## config.mk

```make
export PLATFORM = sky130hd
export DESIGN_NAME = feature_read_sched_flat
export DESIGN_NICKNAME = d
export VERILOG_FILES = /design/src/rtl/feature_read_sched_if.sv /design/src/rtl/feature_read_sched.sv /design/src/flat_wrapper.sv
export SDC_FILE = /design/constraint.sdc
export NUM_CORES = 1
export LEC_CHECK = 0
export CORE_MARGIN = 5
export CORE_UTILIZATION = 30
export CTS_CLUSTER_SIZE = 30
export DETAILED_ROUTE_END_ITERATION = 6
export GPL_TIMING_DRIVEN = 0
export PLACE_DENSITY = 0.55
export REMOVE_ABC_BUFFERS = 1
export SYNTH_ARGS = -nofsm -noshare
export SYNTH_HDL_FRONTEND = slang
export SYNTH_SLANG_ARGS = --single-unit
```

## constraint.sdc

```tcl
create_clock -name clk -period 2.15 [get_ports clk]
set_input_delay 0.215 -clock clk [delete_from_list [all_inputs] [get_ports clk]]
set_output_delay 0.215 -clock clk [all_outputs]
set_load 0.01 [all_outputs]
```

## src/rtl/feature_read_sched_if.sv

```systemverilog
`default_nettype none
`timescale 1ns/1ps
// feature_read_sched_if: control, FIFO-side and pixel-output signals of the frame read scheduler.
// Revision 1.0
interface feature_read_sched_if #(
  parameter int DATA_W = 8,
  parameter int IMG_W  = 27,
  parameter int IMG_H  = 27
);
  localparam int ROW_W = $clog2(IMG_H);
  localparam int COL_W = $clog2(IMG_W);

  logic              start;
  logic              busy;
  logic              done;
  logic              fifo_valid;
  logic [DATA_W-1:0] fifo_data;
  logic              fifo_rd_en;
  logic              out_valid;
  logic              out_ready;
  logic [DATA_W-1:0] out_data;
  logic [ROW_W-1:0]  out_row;
  logic [COL_W-1:0]  out_col;
  logic              out_sof;
  logic              out_eol;
  logic              out_eof;
  logic              out_win;

  modport master (
    input  start, fifo_valid, fifo_data, out_ready,
    output busy, done, fifo_rd_en, out_valid, out_data, out_row, out_col,
           out_sof, out_eol, out_eof, out_win
  );

  modport slave (
    output start, fifo_valid, fifo_data, out_ready,
    input  busy, done, fifo_rd_en, out_valid, out_data, out_row, out_col,
           out_sof, out_eol, out_eof, out_win
  );
endinterface
`default_nettype wire

```

## src/rtl/feature_read_sched.sv

```systemverilog
`default_nettype none
`timescale 1ns/1ps
// feature_read_sched: drains one raster frame from a FWFT FIFO into a tagged valid/ready stage.
// Revision 1.0
module feature_read_sched #(
  parameter int DATA_W = 8,
  parameter int IMG_W  = 27,
  parameter int IMG_H  = 27,
  parameter int KERNEL = 3,
  parameter int STRIDE = 1
) (
  input logic                  clk,
  input logic                  rst,
  feature_read_sched_if.master bus
);
  localparam int ROW_W = $clog2(IMG_H);
  localparam int COL_W = $clog2(IMG_W);
  localparam int PH_W  = (STRIDE > 1) ? $clog2(STRIDE) : 1;
  localparam logic [ROW_W-1:0] ROW_LAST = ROW_W'(IMG_H - 1);
  localparam logic [COL_W-1:0] COL_LAST = COL_W'(IMG_W - 1);
  localparam logic [ROW_W-1:0] ROW_K    = ROW_W'(KERNEL - 1);
  localparam logic [COL_W-1:0] COL_K    = COL_W'(KERNEL - 1);
  localparam logic [PH_W-1:0]  PH_LAST  = PH_W'(STRIDE - 1);

  typedef enum logic [1:0] {
    S_IDLE  = 2'd0,
    S_RUN   = 2'd1,
    S_FLUSH = 2'd2,
    S_DONE  = 2'd3
  } state_t;

  state_t            state;
  logic [ROW_W-1:0]  row;
  logic [COL_W-1:0]  col;
  logic [PH_W-1:0]   row_phase;
  logic [PH_W-1:0]   col_phase;
  logic              pix_valid;
  logic [DATA_W-1:0] pix_data;
  logic [ROW_W-1:0]  pix_row;
  logic [COL_W-1:0]  pix_col;
  logic              pix_sof;
  logic              pix_eol;
  logic              pix_eof;
  logic              pix_win;
  logic              load;
  logic              accept;
  logic              last_pix;
  logic              win_now;

  assign load     = (state == S_RUN) & bus.fifo_valid & (~pix_valid | bus.out_ready);
  assign accept   = pix_valid & bus.out_ready;
  assign last_pix = (row == ROW_LAST) & (col == COL_LAST);
  assign win_now  = (row >= ROW_K) & (col >= COL_K) & (row_phase == '0) & (col_phase == '0);

  always_ff @(posedge clk) begin
    if (rst) begin
      state     <= S_IDLE;
      row       <= '0;
      col       <= '0;
      row_phase <= '0;
      col_phase <= '0;
      pix_valid <= 1'b0;
      pix_data  <= '0;
      pix_row   <= '0;
      pix_col   <= '0;
      pix_sof   <= 1'b0;
      pix_eol   <= 1'b0;
      pix_eof   <= 1'b0;
      pix_win   <= 1'b0;
    end else begin
      case (state)
        S_IDLE: begin
          if (bus.start) begin
            state     <= S_RUN;
            row       <= '0;
            col       <= '0;
            row_phase <= '0;
            col_phase <= '0;
          end
        end
        S_RUN:   if (load && last_pix) state <= S_FLUSH;
        S_FLUSH: if (accept) state <= S_DONE;
        default: state <= S_IDLE;
      endcase

      if (load) begin
        pix_valid <= 1'b1;
        pix_data  <= bus.fifo_data;
        pix_row   <= row;
        pix_col   <= col;
        pix_sof   <= (row == '0) & (col == '0);
        pix_eol   <= (col == COL_LAST);
        pix_eof   <= last_pix;
        pix_win   <= win_now;
        if (col == COL_LAST) begin
          col       <= '0;
          col_phase <= '0;
          if (row != ROW_LAST) begin
            row <= row + ROW_W'(1);
            // Row phase only starts counting once the first full window row is reached.
            if (row >= ROW_K)
              row_phase <= (row_phase == PH_LAST) ? '0 : row_phase + PH_W'(1);
          end
        end else begin
          col <= col + COL_W'(1);
          if (col >= COL_K)
            col_phase <= (col_phase == PH_LAST) ? '0 : col_phase + PH_W'(1);
        end
      end else if (accept) begin
        pix_valid <= 1'b0;
      end
    end
  end

  assign bus.fifo_rd_en = load;
  assign bus.busy       = (state == S_RUN) | (state == S_FLUSH);
  assign bus.done       = (state == S_DONE);
  assign bus.out_valid  = pix_valid;
  assign bus.out_data   = pix_data;
  assign bus.out_row    = pix_row;
  assign bus.out_col    = pix_col;
  assign bus.out_sof    = pix_sof;
  assign bus.out_eol    = pix_eol;
  assign bus.out_eof    = pix_eof;
  assign bus.out_win    = pix_win;
endmodule
`default_nettype wire
```

## src/flat_wrapper.sv

```systemverilog
// flat-port wrapper written by rule: the top's interface ports become plain ports
module feature_read_sched_flat 
#(
  parameter int DATA_W = 8,
  parameter int IMG_W  = 27,
  parameter int IMG_H  = 27,
  parameter int KERNEL = 3,
  parameter int STRIDE = 1
)
  (clk, rst, bus_start, bus_fifo_valid, bus_fifo_data, bus_out_ready, bus_busy, bus_done, bus_fifo_rd_en, bus_out_valid, bus_out_data, bus_out_row, bus_out_col, bus_out_sof, bus_out_eol, bus_out_eof, bus_out_win);
  feature_read_sched_if #(.DATA_W(DATA_W), .IMG_W(IMG_W), .IMG_H(IMG_H)) bus_i ();
  input logic clk;
  input logic rst;
  input wire logic [$bits(bus_i.start)-1:0] bus_start;
  input wire logic [$bits(bus_i.fifo_valid)-1:0] bus_fifo_valid;
  input wire logic [$bits(bus_i.fifo_data)-1:0] bus_fifo_data;
  input wire logic [$bits(bus_i.out_ready)-1:0] bus_out_ready;
  output wire logic [$bits(bus_i.busy)-1:0] bus_busy;
  output wire logic [$bits(bus_i.done)-1:0] bus_done;
  output wire logic [$bits(bus_i.fifo_rd_en)-1:0] bus_fifo_rd_en;
  output wire logic [$bits(bus_i.out_valid)-1:0] bus_out_valid;
  output wire logic [$bits(bus_i.out_data)-1:0] bus_out_data;
  output wire logic [$bits(bus_i.out_row)-1:0] bus_out_row;
  output wire logic [$bits(bus_i.out_col)-1:0] bus_out_col;
  output wire logic [$bits(bus_i.out_sof)-1:0] bus_out_sof;
  output wire logic [$bits(bus_i.out_eol)-1:0] bus_out_eol;
  output wire logic [$bits(bus_i.out_eof)-1:0] bus_out_eof;
  output wire logic [$bits(bus_i.out_win)-1:0] bus_out_win;
  assign bus_i.start = bus_start;
  assign bus_i.fifo_valid = bus_fifo_valid;
  assign bus_i.fifo_data = bus_fifo_data;
  assign bus_i.out_ready = bus_out_ready;
  assign bus_busy = bus_i.busy;
  assign bus_done = bus_i.done;
  assign bus_fifo_rd_en = bus_i.fifo_rd_en;
  assign bus_out_valid = bus_i.out_valid;
  assign bus_out_data = bus_i.out_data;
  assign bus_out_row = bus_i.out_row;
  assign bus_out_col = bus_i.out_col;
  assign bus_out_sof = bus_i.out_sof;
  assign bus_out_eol = bus_i.out_eol;
  assign bus_out_eof = bus_i.out_eof;
  assign bus_out_win = bus_i.out_win;
  feature_read_sched #(.DATA_W(DATA_W), .IMG_W(IMG_W), .IMG_H(IMG_H), .KERNEL(KERNEL), .STRIDE(STRIDE)) u_core (.clk(clk), .rst(rst), .bus(bus_i));
endmodule
```

==> flow_summary_export.csv <==
group,metric,value,unit
synthesis,synthCells,200,
synthesis,yosys.area.top_type_share,44.7,%
synthesis,avgSynthCellArea,8.29,um^2
synthesis,synth_async_sr_flop_share,0,%
synthesis,ys_types,35,
place,gp_congestion,0.758,
synthesis,synth_top_area_cell,"dfxtp_1",
clocking,cts_tree,"yes",
finish,finalNonFillerCells,315,
die,coreArea,5440,um^2
clocking,clock_sinks,37,
global_route,grt_antenna_before_repair,0,
die,fp-row-count,27,
finish,utilization,41.1,%
place,dpl.cell_count,302,
finish,area_delta_synth_final,34.8,%
clocking,cts.reportedPaths.clkPinSlew,0.07,ns
die,die_x,84.3,um
synthesis,yosys-top-cells-area,"dfxtp_1 (45%), nand2_1 (11%), ha_1 (8.3%), a21oi_1 (7.8%), nor2_1 (2.7%)",
route,dr.pass1.iters,4,
timing,slew-limit-headroom,54.9,%
die,die_y,84.3,um
timing,slew_violations,0,
clocking,clock_path_buffers,2,
global_route,gr-total-overflow,0,
finish,finalNetCount,266,
synthesis,synthSimpleGateAreaFrac,26.3,%
timing,finalSetupViolCount,0,
route,drc,0,
route,drt_iter0_drc,151,
route,wl_per_cell,12.9,um
timing,worstMarginPinSlew,0.677,ns
clocking,root_buffer,"clkbuf_8",
run_status,status,"complete, no violations",
route,vias_per_cell,4.78,
critical_path,crit_path_end_kind,"register",
clocking,clock_latency,0.29,ns
global_route,grt_pass1_vias,1342,
place,port-buffer-count,38,
synthesis,synth_commonest_cells,"nand2_1 (49), dfxtp_1 (37), a21oi_1 (26)",
synthesis,yosys_warnings,0,
synthesis,syn_area,1660,um^2
clocking,cts_made_buffers,5,
synthesis,ys_ff_latch,37,
min_path,hold_class,"register to register",
power_and_ir_drop,p_leak,0.815,nW
critical_path,crit_required,2.33,ns
power_and_ir_drop,p_total,0.00176,W
timing,period_needed,1.97,ns
synthesis,synthMuxAreaShare,2.57,%
power_and_ir_drop,max-vdd-ir-drop,0.000411,V
route,drt-total-wl,4060,um
synthesis,synthAdderAreaFrac,8.30,%
route,drtAntennaViolNets,0,
global_route,grt_pass1_wl,6470,um
die,io_pins,39,
timing,rsz0062_at_grt,"false",
critical_path,crit_type,"register to register",
synthesis,ys.flop_type,"dfxtp_1",
timing,min_period_over_period,91.6,%
route,dr_total_vias,1505,
run,cap_violations,0,
clocking,htreeDepth,2,
timing,skew,0.00691,ns
synthesis,synth_top_family_by_area,"simple AND/OR/NAND/NOR gates",
critical_path,cp_max_fo,7,
global_route,grt_max_degree,39,
critical_path,arrival,2.15,ns
synthesis,synth-edff-count,0,
power_and_ir_drop,p_per_area,786,nW/um^2
finish,layout-drive-gt1-share,9.47,%
place,placed_area,2090,um^2
die,die_area,7110,um^2
critical_path,reg2reg_depth,5,
finish,finalInstanceArea,2230,um^2
synthesis,synth_compound_gate_area_share,13.4,%
die,start_util,30.5,%
timing,timing_hold_violations_final,0,
synthesis,synth.yosys.seq_area_share,44.7,%
min_path,hold_depth,2,
synthesis,yosys.cell_count.top_type,"nand2_1",
synthesis,synth-xor-area-share,0.528,%
critical_path,start_kind,"register",
global_route,track_usage,11.4,%
place,dp_hpwl,2580,um
timing,fmax,508,MHz
finish,antennaDiodeCount,0,
## layout by cell type (no fill, tap or decap), types with 2 or more instances in the layout
cell	instances
clkbuf_8	5
clkdlybuf4s50_1	36
nand2_1	48
and4b_1	2
clkinv_2	2
ha_1	10
nand3_1	8
a311oi_1	2
buf_4	3
a21oi_1	26
nor2_1	12
mux2_2	2
or3_1	3
nand2b_1	2
mux2i_1	2
dfxtp_1	36
inv_1	7
nor3_1	8
## area by class of cell
type	count	area (um^2)
fillers	581	3200
clock buffers	6	72.6
clock inverters	2	10.0
inverters	8	33.8
multi-input cells	148	881
flip-flops and latches	37	742
repair buffers	41	400
well taps	72	90.1
repair inverters	1	5.00
## state kept, by name (all words and copies together) (netlist names)
register / count
u_core.bus.out_data: 8
u_core.bus.out_col: 5
u_core.bus.out_row: 5
u_core.col: 5
u_core.row: 5
u_core.state: 2
u_core.bus.out_eof: 1
u_core.bus.out_eol: 1
u_core.bus.out_sof: 1
u_core.bus.out_valid: 1
u_core.bus.out_win: 1
u_core.col_phase: 1
u_core.row_phase: 1
## timing repair
item | in CTS | in global routing
setup endpoints to repair | 23 | 1
hold buffers | 0 | 0
gates resized for setup | 7 | 2
setup buffers | 2 | 1
cloned | 2 | 0
## metrics by stage
step / setup TNS [ns] / hold WS, ns / setup slack [ns]
after global routing: 0 / 0.455 / 0.0471
after detailed placement: -11.41 / 0.425 / -0.977
after floorplan: 0 / 0.284 / 0.220
final: 0 / 0.435 / 0.180
after global placement: -11.74 / 0.422 / -1.00
after CTS: 0 / 0.437 / 0.00968
## path summary, 6_finish.rpt
kind	from	endpoint	slack (ns)
worst min-delay path	u_core.row_phase	u_core.row_phase	0.44
worst min register to register	u_core.row_phase	u_core.row_phase	0.44
worst max register to register	u_core.col[1]	u_core.state[0]	0.18
worst max-delay path	u_core.col[1]	u_core.state[0]	0.18
## metal layers
metal / global-route usage [%] / vias to the layer above / share of wire, %
li1: - / 769 / -
met1: 14.7 / 689 / 47
met3: 4.81 / 5 / 7.3
met4: 3.74 / 0 / 1.3
met2: 17.4 / 42 / 44
met5: 0 / - / 0
## kinds of logic (layout without fill, tap and decap cells)
logic type / after synthesis / in the layout
AND/OR/NAND/NOR: 94 / 95
AO/OA/AOI/OAI: 37 / 37
flip-flops: 37 / 37
buffers and inverters: 16 / 58
adder cells (fa/ha/maj): 11 / 11
multiplexers: 4 / 4
XOR/XNOR: 1 / 1
## power breakdown
group,internal [W],leakage [nW],switching (W),total [W]
registers,0.000732,0.299,0.0000391,0.000772
logic,0.000233,0.471,0.000287,0.000519
clock network,0.000225,0.0450,0.000241,0.000465
total,0.00119,0.815,0.000567,0.00176
## worst max-delay path, cell delays in order, from the launching register on
cell and delay, ns:
dfxtp_1 0.45, ha_1 0.21, and4b_2 0.28, nand4_1 0.12, a222oi_1 0.42, mux2_2 0.39
Power figures use the tool's default switching activity.
